**config.mk**
```make
export PLATFORM = sky130hd
export DESIGN_NAME = alu_stim_driver
export DESIGN_NICKNAME = d
export VERILOG_FILES = /design/src/rtl/alu_stim_driver.sv
export SDC_FILE = /design/constraint.sdc
export NUM_CORES = 1
export LEC_CHECK = 0
export CAP_MARGIN = 40
export CELL_PAD_IN_SITES_DETAIL_PLACEMENT = 1
export CELL_PAD_IN_SITES_GLOBAL_PLACEMENT = 1
export CORE_ASPECT_RATIO = 2
export CORE_UTILIZATION = 42
export DETAILED_ROUTE_END_ITERATION = 8
export PLACE_DENSITY = 0.87
export SYNTH_ARGS = -nofsm -noshare
export SYNTH_HDL_FRONTEND = slang
export SYNTH_SLANG_ARGS = --single-unit
```
**constraint.sdc**
```tcl
create_clock -name CLK -period 9.8 [get_ports CLK]
set_clock_uncertainty 0.1 [all_clocks]
set_input_delay 2.94 -clock CLK [delete_from_list [all_inputs] [get_ports CLK]]
set_output_delay 2.94 -clock CLK [all_outputs]
set_load 0.005 [all_outputs]
```
**src/rtl/alu_stim_driver.sv**
```systemverilog
// alu_stim_driver
// Automatic operator for the switch/button/LED ALU test harness. Accepts one
// test vector over a valid/ready handshake, walks the harness through its
// five steps (A, B, opcode, result display, flag display) by driving SW and
// pulsing the active-low NXT button. It checks the LED bus at the result and
// flag steps and reports pass/fail with saturating counters.
//
// Ports:
//   CLK, RST              clock, asynchronous active-high reset
//   vec_valid/vec_ready   vector handshake, accepted when both are high at CLK
//   vec_a/b/op/res/flags  operands, opcode, expected result, expected {c,v,n,z}
//   SW, NXT               switch bus and step button (idle high) to harness
//   L                     LED bus from harness
//   done/pass/fail        one-cycle end-of-vector report
//   pass_cnt/fail_cnt     saturating vector counters
//   last_res              L sampled at the result check
//
// Parameters SETUP_CYC, PULSE_CYC, SETTLE_CYC: legal range 1..255.
//
// state   | meaning
// IDLE    | waiting for a vector, vec_ready high, SW=0
// SETUP   | SW holds the phase value, NXT high; checks sampled on last cycle
// PRESS   | NXT low
// RELEASE | NXT high, harness settles; advance phase or finish
// DONE    | one-cycle report, counters update
module alu_stim_driver #(
  parameter int SETUP_CYC  = 4,
  parameter int PULSE_CYC  = 4,
  parameter int SETTLE_CYC = 8
) (
  input  logic        CLK,
  input  logic        RST,
  input  logic        vec_valid,
  output logic        vec_ready,
  input  logic [15:0] vec_a,
  input  logic [15:0] vec_b,
  input  logic [3:0]  vec_op,
  input  logic [15:0] vec_res,
  input  logic [3:0]  vec_flags,
  output logic [15:0] SW,
  output logic        NXT,
  input  logic [15:0] L,
  output logic        done,
  output logic        pass,
  output logic        fail,
  output logic [7:0]  pass_cnt,
  output logic [7:0]  fail_cnt,
  output logic [15:0] last_res
);

  typedef enum logic [2:0] {
    ST_IDLE,
    ST_SETUP,
    ST_PRESS,
    ST_RELEASE,
    ST_DONE
  } state_t;

  state_t      r_state;
  state_t      w_state_nx;
  logic [2:0]  r_p;
  logic [7:0]  r_cnt;
  logic [7:0]  w_reload;
  logic [15:0] r_a;
  logic [15:0] r_b;
  logic [3:0]  r_op;
  logic [15:0] r_res;
  logic [3:0]  r_flags;
  logic        r_res_ok;
  logic        r_flg_ok;
  logic        w_accept;
  logic        w_cnt_zero;
  logic        w_all_ok;
  logic [15:0] w_sw_phase;

  assign w_cnt_zero = (r_cnt == 8'd0);
  assign w_accept   = vec_valid & vec_ready;
  assign w_all_ok   = r_res_ok & r_flg_ok;

  always_comb begin
    w_state_nx = r_state;
    case (r_state)
      ST_IDLE:    if (w_accept)   w_state_nx = ST_SETUP;
      ST_SETUP:   if (w_cnt_zero) w_state_nx = ST_PRESS;
      ST_PRESS:   if (w_cnt_zero) w_state_nx = ST_RELEASE;
      ST_RELEASE: if (w_cnt_zero) w_state_nx = (r_p == 3'd4) ? ST_DONE : ST_SETUP;
      ST_DONE:    w_state_nx = ST_IDLE;
      default:    w_state_nx = ST_IDLE;
    endcase
  end

  // Every timed state is entered from a different state, so a state change
  // is exactly the reload condition.
  always_comb begin
    w_reload = 8'd0;
    case (w_state_nx)
      ST_SETUP:   w_reload = 8'(SETUP_CYC - 1);
      ST_PRESS:   w_reload = 8'(PULSE_CYC - 1);
      ST_RELEASE: w_reload = 8'(SETTLE_CYC - 1);
      default:    w_reload = 8'd0;
    endcase
  end

  always_comb begin
    w_sw_phase = 16'h0000;
    case (r_p)
      3'd0:    w_sw_phase = r_a;
      3'd1:    w_sw_phase = r_b;
      3'd2:    w_sw_phase = {12'b0, r_op};
      default: w_sw_phase = 16'h0000;
    endcase
  end

  // Outputs decode the registered state, so reset forces SW=0 / NXT=1 at once.
  assign vec_ready = (r_state == ST_IDLE) & ~RST;
  assign NXT       = (r_state != ST_PRESS);
  assign SW        = (r_state == ST_IDLE || r_state == ST_DONE) ? 16'h0000 : w_sw_phase;
  assign done      = (r_state == ST_DONE);
  assign pass      = done & w_all_ok;
  assign fail      = done & ~w_all_ok;

  always_ff @(posedge CLK or posedge RST) begin
    if (RST) begin
      r_state  <= ST_IDLE;
      r_p      <= 3'd0;
      r_cnt    <= 8'd0;
      r_a      <= 16'h0000;
      r_b      <= 16'h0000;
      r_op     <= 4'h0;
      r_res    <= 16'h0000;
      r_flags  <= 4'h0;
      r_res_ok <= 1'b0;
      r_flg_ok <= 1'b0;
      pass_cnt <= 8'd0;
      fail_cnt <= 8'd0;
      last_res <= 16'h0000;
    end else begin
      r_state <= w_state_nx;

      if (w_state_nx != r_state)
        r_cnt <= w_reload;
      else if (!w_cnt_zero)
        r_cnt <= r_cnt - 8'd1;

      if (w_accept) begin
        r_a     <= vec_a;
        r_b     <= vec_b;
        r_op    <= vec_op;
        r_res   <= vec_res;
        r_flags <= vec_flags;
        r_p     <= 3'd0;
      end

      if (r_state == ST_SETUP && w_cnt_zero) begin
        if (r_p == 3'd3) begin
          r_res_ok <= (L == r_res);
          last_res <= L;
        end
        if (r_p == 3'd4)
          r_flg_ok <= (L == {12'b0, r_flags});
      end

      if (r_state == ST_RELEASE && w_cnt_zero && r_p != 3'd4)
        r_p <= r_p + 3'd1;

      if (r_state == ST_DONE) begin
        if (w_all_ok) begin
          if (pass_cnt != 8'hFF) pass_cnt <= pass_cnt + 8'd1;
        end else begin
          if (fail_cnt != 8'hFF) fail_cnt <= fail_cnt + 8'd1;
        end
      end
    end
  end

endmodule
```
Word level (Yosys, flattened, before mapping). Cells that the tools add are included.

Input bits: 75. Output and inout port bits: 53. Logic and storage cells: 69. Register bits after elaboration: 104.

Reductions and logical operators: 13. Mux-type cells: 13. Add/subtract/negate cells: 4. Bitwise logic cells: 7. Eq/ne operators: 19.

Operators with widths (number): case mux 16 bit (3 select lines) (1); two-way mux 3 bit (7); equality test 3 x 2 -> 1 bit (second input constant) (6); adder 8 x 1 -> 8 bit (second input constant) (2); equality test 16 bit (1); equality test 16 x 4 -> 1 bit (1); two-way mux 16 bit (1); two-way mux 8 bit (2); != test 8 bit (second input constant) (2); case mux 3 bit (4 select lines) (1); equality test 3 x 1 -> 1 bit (second input constant) (3); logical NOT 8 bit (1); subtractor 8 x 1 -> 8 bit (second input constant) (1); equality test 3 bit (second input constant) (2); logical NOT 3 bit (2); case mux 3 bit (2 select lines) (1); AND reduction 3 bit (2); bitwise AND 1 bit (5); AND reduction 2 bit (2); adder 3 x 1 -> 3 bit (second input constant) (1); logical AND 1 bit (3); != test 3 x 2 -> 1 bit (second input constant) (1); != test 3 bit (1); != test 3 bit (second input constant) (1); 5 further kinds (6).

Logic depth before layout (Yosys ltp). Gate-level depths: netlist of run 1.

Word-level depth: 9. Gate-level depth with buffers: 8. Depth with buffers taken out: 6.

Worst setup path after synthesis of run 1. Ideal clock, no wire load.

Path type: in2out. From: input port RST. To: output port vec_ready. Arrival: 3157 ps. Path slack: 3603 ps. Stages: 1. Cells stage by stage: nor4_2.

Longest elaborated chain between the ends: 2.

RTL lines: from (decl) (line 32) `input logic RST,`; inverter 1 bit (line 115) `assign vec_ready = (r_state == ST_IDLE) & ~RST;`; bitwise AND 1 bit (line 115); to (decl) (line 34) `output logic vec_ready,`.

No other way between the ends.

Final worst setup path of run 1. Same ends and word-level chain as after synthesis.

==> impl_metrics.yaml, run 1 <==
outcome:
  status: "completed"
grt:
  antenna_found_initial: 1
  grt_max_degree: 69
  grtUsageTotal_pct: 24.4
  grt_use_met2_pct: 44.2
  grtUsageMet3_pct: 4.52
  grt_pass1_vias: 4205
  grt_busiest_layer: "met2"
  grt-ovfl-total: 0
  met1_usage_pct: 26.0
  grt_pass1_wl_mm: 22.4
floorplan:
  coreArea_sq_mm: 0.0114
  dieHeight_microns: 155
  ios: 128
  start_util_pct: 43.3
  row_count: 55
  die_area_sq_mm: 0.0122
  fp.dieW_microns: 78.5
synthesis:
  yosysSeqAreaShare_pct: 52.9
  avgSynthCellArea_sq_um: 12.6
  synth_seq_cells: 104
  syn_inst: 391
  ys_types: 43
  synth_top_area_cell: "dfrtp_1"
  async_flop_share_pct: 100
  ys.flop_type: "dfrtp_1"
  netlist.area_leader.share_pct: 52.9
  synth-edff-count: 0
  synth.area.top_cells: "dfrtp_1 53%, mux2_2 15%, xnor2_1 4.1%"
  synth_warnings: 0
  syn_nets: 474
  syn-cell-area_sq_mm: 0.00492
sta:
  hold_viol_final: 0
  fin_tns_setup_ns: 0
  maxSlewViolCount: 0
  slew_headroom_pct: 49.3
  fin_crit_sh_pct: 74.0
  fmax_mhz: 138
  worstMarginPinSlew_ns: 0.761
  min_period_ns: 7.26
  setup_viol: 0
  rsz0062_at_grt: "false"
clock_network:
  clk_latency_ns: 0.35
  clock_sinks: 104
  root_buffer: "clkbuf_16"
  ctsHoldBuffers: 0
  postCtsSetupBuffers: 0
  cts_max_level: 3
  cts_tree: "yes"
  cts_buffers: 9
  ctsResizeCount: 0
  clk_pin_slew_ns: 0.07
  cts.path.max_buffers: 2
critical_path:
  crit_fanout: 3
  crit_arrival_ns: 4.22
  path_delay_family: "buffers and inverters"
  worst_path_largest_cell_delay_ns: 0.56
  slowest_stage: "clkdlybuf4s50_1"
  startpoint_type: "input port"
  crit_required_ns: 6.76
  timing.rr.end: "last_res[2]"
  criticalPathCategory: "in2out"
  reg2reg_depth: 6
  crit_path_cell_trace: "clkdlybuf4s50_1 -> nor4_2 -> clkdlybuf4s50_1"
  r2r_setup_slack_ns: 7.08
  r2r_start: "r_cnt[0]"
  crit_path_frequent_cell: "clkdlybuf4s50_1"
  crit_path_end_kind: "primary output"
  cp_num_buf_inv: 2
detailed_routing:
  drc: 0
  drt_first_pass_iters: 5
  dr.first_iter.drc_count: 204
  wire_per_inst_microns: 20.5
  vias: 3613
  ant_nets: 0
  wl_mm: 13.6
  viasPerCell: 5.43
finish:
  n_fill_cell: 1185
  syn2layout_area_growth_pct: 34.7
  fin_util_pct: 58.4
  drive_above_1_share_pct: 20.1
  fin_nets: 600
placement:
  dp_hpwl_mm: 9.89
  gp_congestion: 0.777
  port_buffers: 127
pwr:
  power_mw: 1.73
  irDropWorstVdd_mv: 0.192
  power_density_mw_per_mm2: 261
  leakage_nw: 2.85
min_path:
  hold_path_depth: 1
  holdPathEnd: "fail_cnt[5]"
  hold_start: "fail_cnt[5]"
  min_path_type: "reg2reg"
job:
  drv_cap: 0
[stage by stage]
stage / setup WS (ns) / hold slack, ns / instance area, sq um / cells
finish: 2.54 / 0.397 / 6630 / 665
global route: 2.43 / 0.409 / 6630 / 665
CTS: 2.52 / 0.408 / 6630 / 664
detailed placement: 2.53 / 0.391 / 6340 / 648
global placement: 2.57 / 0.390 / 6310 / 647
floorplan: 3.60 / 0.380 / 4920 / 391
[worst max-delay path by stage]
stage,startpoint,end,cells after the start
final,RST,vec_ready,3
after global routing,RST,vec_ready,3
after CTS,RST,vec_ready,3
after detailed placement,RST,vec_ready,3
after global placement,RST,vec_ready,3
after floorplan,RST,vec_ready,1
[where the power goes]
part	switching (mW)	internal, mW
registers	0.114	0.575
clock network	0.159	0.187
logic	0.309	0.385
total	0.582	1.15
[state kept, by name, indices dropped and copies added (netlist names)]
| register | cells |
|---|---|
| r_state | 3 |
| last_res | 16 |
| r_flags | 4 |
| fail_cnt | 8 |
| pass_cnt | 8 |
| r_op | 4 |
| r_flg_ok | 1 |
| r_a | 16 |
| r_res | 16 |
| r_p | 3 |
| r_res_ok | 1 |
| r_b | 16 |
| r_cnt | 8 |
[metal layers]
metal	wire length (microns)	vias up
li1	-	1639
met1	4800	1835
met2	7760	102
met3	458	37
met4	586	0
met5	0	-
[placed cells by master, fill, tap and decap left out, types with 2 or more instances in the layout]
cell type        netlist  routed
a222oi_1               4       4
a22oi_1               12      12
a2bb2oi_1              2       2
buf_4                  1       4
clkbuf_16              0       9
clkbuf_8               0       2
clkdlybuf4s50_1        0     127
clkinvlp_4             0       2
dfrtp_1              104     104
ha_1                   8       8
inv_1                 13      12
mux2_2                67      67
mux2_4                10      10
mux2i_1                3       3
nand2_1               13      13
nand3_1                9       9
nand4_1                9       9
nor2_1                35      35
nor2b_1                4       4
nor3_1                 8       8
nor4_1                 6       6
nor4b_1                2       2
o2111ai_1              3       3
o211ai_1               2       2
or3_1                  2       2
or4b_2                 2       2
xnor2_1               23      23
xor2_1                17      17
[cell usage after synthesis, types with 8 or more instances]
library cell,instances
a22oi_1,12
clkbuf_1,8
nand3_1,9
nor3_1,8
mux2_2,67
ha_1,8
nor2_1,35
dfrtp_1,104
nand4_1,9
xor2_1,17
inv_1,13
xnor2_1,23
nand2_1,13
mux2_4,10
[final cells by class]
class                           count  area, sq um  area share (%)
Clock buffer                       12          256            3.87
Sequential cell                   104         2600            39.3
Clock inverter                      4         28.8           0.434
Multi-Input combinational cell    257         2180            32.9
Timing Repair Buffer              132         1330            20.0
Antenna cell                        1         2.50          0.0378
Inverter                           13         51.3           0.774
Tap cell                          142          178            2.68
[kinds of logic after synthesis]
family | count (synthesis) | synth area share (%)
flops | 104 | 52.9
simple gates | 98 | 10.7
mux | 80 | 19.0
xor+xnor | 40 | 7.12
compound gates | 31 | 5.42
buf+inv | 30 | 2.82
fa+ha+maj | 8 | 2.03
(Power assumes the default switching activity.)
==> run 2: changes to the inputs <==
--- a/config.mk
+++ b/config.mk
@@ -9,9 +9,9 @@
 export CELL_PAD_IN_SITES_DETAIL_PLACEMENT = 1
 export CELL_PAD_IN_SITES_GLOBAL_PLACEMENT = 1
 export CORE_ASPECT_RATIO = 2
-export CORE_UTILIZATION = 42
+export CORE_UTILIZATION = 39
 export DETAILED_ROUTE_END_ITERATION = 8
-export PLACE_DENSITY = 0.87
+export PLACE_DENSITY = 0.82
 export SYNTH_ARGS = -nofsm -noshare
 export SYNTH_HDL_FRONTEND = slang
 export SYNTH_SLANG_ARGS = --single-unit
==> constraint.sdc (replaced) <==
create_clock -name CLK -period 6.8 [get_ports CLK]
set_clock_uncertainty 0.1 [all_clocks]
set_input_delay 2.04 -clock CLK [delete_from_list [all_inputs] [get_ports CLK]]
set_output_delay 2.04 -clock CLK [all_outputs]
set_load 0.005 [all_outputs]
==> run 2 against run 1 <==
Compared with the run above:
- wire length is 1.8% lower
- design area is 0.62% higher
- die area is 7.5% higher
- register-to-register slack worse by 3.0 ns
- count of clock-buffer cells in the layout is 1 lower
- critical path depth stayed put
- sequential power is 44% higher
==> impl_metrics.yaml, run 2 (synthesized netlist as in run 1, its figures left out) <==
floorplan:
  coreArea_sq_mm: 0.0122
  dieHeight_microns: 161
  ios: 128
  row_count: 57
  die_area_sq_mm: 0.0131
  fp.dieW_microns: 81.4
  start_util_pct: 40.3
sta:
  hold_viol_final: 0
  min_period_ns: 5.46
  fmax_mhz: 183
  finalWorstSetupSlack_ns: 1.34
  worstMarginPinSlew_ns: 0.875
  holdWs_ns: 0.393
  setup_viol: 0
  rsz0062_at_grt: "false"
  slew_headroom_pct: 41.7
  maxSlewViolCount: 0
  fin_crit_sh_pct: 80.3
  fin_tns_setup_ns: 0
clock_network:
  cts_buffers: 9
  root_buffer: "clkbuf_16"
  clk_pin_slew_ns: 0.08
  postCtsSetupBuffers: 0
  ctsHoldBuffers: 0
  cts.path.max_buffers: 2
  clk_latency_ns: 0.35
  cts_max_level: 3
  cts_tree: "yes"
  ctsResizeCount: 0
  clock_sinks: 104
placement:
  preCtsSetupSlack_ns: 1.32
  dp_cells: 653
  dp_hpwl_mm: 9.89
  port_buffers: 127
  place_area_sq_mm: 0.00634
  gp_congestion: 0.770
finish:
  final_cell_count_no_fill: 672
  layout_commonest_cell: "clkdlybuf4s50_1"
  n_fill_cell: 1239
  fin_util_pct: 54.7
  register_area_sq_mm: 0.00260
  multi_input_area_sq_mm: 0.00218
  layout_common_cells: "127 x clkdlybuf4s50_1, 104 x dfrtp_1, 67 x mux2_2, 35 x nor2_1, 23 x xnor2_1"
  syn2layout_area_growth_pct: 35.6
  final_area_sq_mm: 0.00667
  drive_above_1_share_pct: 20.1
  fin_nets: 600
pwr:
  leakage_nw: 2.86
  irDropWorstVdd_mv: 0.245
  power_density_mw_per_mm2: 381
  power_mw: 2.54
grt:
  grt_pass1_wl_mm: 21.6
  grt_max_degree: 39
  grtUsageTotal_pct: 22.3
  antenna_found_initial: 3
  grt_pass1_vias: 4117
  grt-ovfl-total: 0
critical_path:
  slowest_stage: "clkdlybuf4s50_1"
  crit_path_end_kind: "primary output"
  crit_path_cell_trace: "clkdlybuf4s50_1 -> nor4_2 -> clkdlybuf4s50_1"
  criticalPathCategory: "in2out"
  reg2reg_depth: 6
  crit_path_frequent_cell: "clkdlybuf4s50_1"
  crit_fanout: 3
  startpoint_type: "input port"
  worst_path_largest_cell_delay_ns: 0.56
  crit_arrival_ns: 3.32
  crit_required_ns: 4.66
min_path:
  hold_path_depth: 1
  min_path_type: "reg2reg"
detailed_routing:
  viasPerCell: 5.29
  wire_per_inst_microns: 19.9
  wl_met1_mm: 4.68
  drt_first_pass_iters: 5
  dr.first_iter.drc_count: 137
  wl_mm: 13.4
  ant_nets: 0
  top_layer_used: "met4"
  drc: 0
  wl_met2_mm: 7.77
  vias: 3558
  wl_met3_microns: 415
job:
  drv_cap: 0
outcome:
  status: "completed"
==> run 2: final cells by class <==
type / count / share of cell area (%)
flip-flops and latches: 104 / 39.0
multi-input cells: 257 / 32.7
repair buffers: 132 / 19.8
clock buffers: 11 / 3.64
well taps: 147 / 2.76
clock inverters: 5 / 1.20
inverters: 13 / 0.769
diodes: 3 / 0.113
==> run 2: final timing paths <==
kind                          endpoint  slack (ns)         from
hold reg to reg            pass_cnt[6]        0.39  pass_cnt[6]
min in group asynchronous  fail_cnt[7]        2.02          RST
hold / removal             pass_cnt[6]        0.39  pass_cnt[6]
setup reg to reg           last_res[2]        4.05     r_cnt[0]
max in group asynchronous     r_res_ok        3.50          RST
setup / recovery             vec_ready        1.34          RST
==> run 2: per-layer routing <==
metal / track usage [%] / vias up
met5: 0 / -
met2: 40.3 / 90
li1: - / 1636
met3: 4.43 / 27
met4: 10.4 / 0
met1: 23.8 / 1805
==> run 2: critical path: cells and delay by family <==
family | cells | cell delay, ns
buffers and inverters | 2 | 1.04
and+or+nand+nor | 1 | 0.24
==> run 2: power by group <==
group,internal [mW],total [mW],switching (mW)
Sequential,0.829,0.990,0.161
Combinational,0.553,0.984,0.431
Clock,0.332,0.564,0.232
Total,1.71,2.54,0.824
==> run 3: changes to the inputs <==
==> constraint.sdc (replaced) <==
create_clock -name CLK -period 5.08 [get_ports CLK]
set_clock_uncertainty 0.1 [all_clocks]
set_input_delay 1.524 -clock CLK [delete_from_list [all_inputs] [get_ports CLK]]
set_output_delay 1.524 -clock CLK [all_outputs]
set_load 0.005 [all_outputs]
==> run 3 against run 2 <==
Compared with the run above:
- flip-flop and latch count did not move
- total power up 37%
- register-to-register slack got worse by 1.7 ns
- wire length up 3.6%
- die area did not move
- global-route usage grew 0.74 points
- core utilization grew 0.28 points
==> impl_metrics.yaml, run 3 (synthesized netlist as in run 1, its figures left out) <==
outcome:
  status: "completed"
detailed_routing:
  viasPerCell: 5.38
  wl_mm: 13.9
  ant_nets: 0
  vias: 3607
  drt_first_pass_iters: 5
  dr.first_iter.drc_count: 138
  wire_per_inst_microns: 20.6
  drc: 0
sta:
  setup_viol: 0
  slew_headroom_pct: 50.1
  rsz0062_at_grt: "false"
  worstMarginPinSlew_ns: 0.738
  min_period_ns: 4.47
  fin_tns_setup_ns: 0
  fmax_mhz: 224
  hold_viol_final: 0
  fin_crit_sh_pct: 88.0
  maxSlewViolCount: 0
critical_path:
  criticalPathCategory: "in2out"
  crit_arrival_ns: 2.85
  path_delay_family: "buffers and inverters"
  crit_path_cell_trace: "clkdlybuf4s50_1 -> nor4_2 -> clkdlybuf4s50_1"
  crit_fanout: 3
  r2r_setup_slack_ns: 2.32
  cp_num_buf_inv: 2
  slowest_stage: "clkdlybuf4s50_1"
  worst_path_largest_cell_delay_ns: 0.57
  reg2reg_depth: 6
  crit_required_ns: 3.46
  crit_path_frequent_cell: "clkdlybuf4s50_1"
  crit_path_end_kind: "primary output"
  startpoint_type: "input port"
  worst-path-stages: 3
clock_network:
  cts_buffers: 9
  cts.path.max_buffers: 2
  clk_pin_slew_ns: 0.07
  clock_sinks: 104
  root_buffer: "clkbuf_16"
  cts_max_level: 3
  ctsHoldBuffers: 0
  ctsResizeCount: 0
  clk_latency_ns: 0.34
  postCtsSetupBuffers: 0
  cts_tree: "yes"
finish:
  final_cell_count_no_fill: 671
  layout_commonest_cell: "clkdlybuf4s50_1"
  fin_util_pct: 55.0
  final_area_sq_mm: 0.00670
  drive_above_1_share_pct: 19.8
  fin_nets: 600
  syn2layout_area_growth_pct: 36.2
  layout_common_cells: "127 x clkdlybuf4s50_1, 104 x dfrtp_1, 67 x mux2_2, 35 x nor2_1, 23 x xnor2_1"
  n_fill_cell: 1247
min_path:
  min_path_type: "reg2reg"
  hold_path_depth: 1
grt:
  grt_pass1_wl_mm: 22.1
  antenna_found_initial: 3
  grt_max_degree: 59
  grt_pass1_vias: 4121
  grtUsageTotal_pct: 23.0
  grt-ovfl-total: 0
floorplan:
  coreArea_sq_mm: 0.0122
  dieHeight_microns: 161
  fp.dieW_microns: 81.4
  start_util_pct: 40.3
  die_area_sq_mm: 0.0131
  row_count: 57
  ios: 128
pwr:
  power_density_mw_per_mm2: 518
  power_mw: 3.47
  irDropWorstVdd_mv: 0.383
  leakage_nw: 2.88
job:
  drv_cap: 0
placement:
  gp_congestion: 0.763
  place_area_sq_mm: 0.00636
  dp_cells: 653
  port_buffers: 127
  dp_hpwl_mm: 10.1
==> run 3: changes by cell type in the layout (fill, tap and decap cells not counted) <==
cell and change:
bufinv_16 +1, buf_4 -1, clkbuf_1 +1, buf_16 +1, clkinvlp_4 -2, clkinv_2 -1
==> run 3: path summary, 6_finish.rpt <==
kind | from | end
max | RST | vec_ready
min in group asynchronous | RST | fail_cnt[2]
max in group asynchronous | RST | r_res[1]
min reg2reg | pass_cnt[6] | pass_cnt[6]
min | pass_cnt[6] | pass_cnt[6]
max reg2reg | r_cnt[0] | last_res[8]
==> run 3: routing by layer <==
layer  track usage, %  share of wire [%]  wire [microns]
met1             23.7                 34            4730
met2             42.5                 59            8110
met3             4.49                3.3             452
met4             10.9                4.0             561
met5                0                  0               0
==> run 3: where the power goes <==
| part | total (mW) | internal [mW] | leakage, nW | switching (mW) |
|---|---|---|---|---|
| clock | 0.796 | 0.493 | 0.163 | 0.303 |
| sequential | 1.33 | 1.11 | 1.29 | 0.222 |
| combinational | 1.34 | 0.745 | 1.43 | 0.597 |
==> run 3: per-stage QoR <==
| step | hold WS (ns) | setup WS, ns |
|---|---|---|
| floorplan | 0.380 | 0.724 |
| global placement | 0.384 | 0.677 |
| detailed placement | 0.397 | 0.613 |
| CTS | 0.409 | 0.609 |
| global route | 0.418 | 0.514 |
| finish | 0.402 | 0.609 |
==> run 3: area by class of cell <==
| cell class | count | area, sq um | share of cell area, % |
|---|---|---|---|
| Antenna cell | 3 | 7.51 | 0.112 |
| Clock buffer | 12 | 246 | 3.68 |
| Clock inverter | 3 | 90.1 | 1.34 |
| Inverter | 13 | 51.3 | 0.765 |
| Multi-Input combinational cell | 257 | 2180 | 32.5 |
| Sequential cell | 104 | 2600 | 38.8 |
| Tap cell | 147 | 184 | 2.74 |
| Timing Repair Buffer | 132 | 1340 | 20.0 |
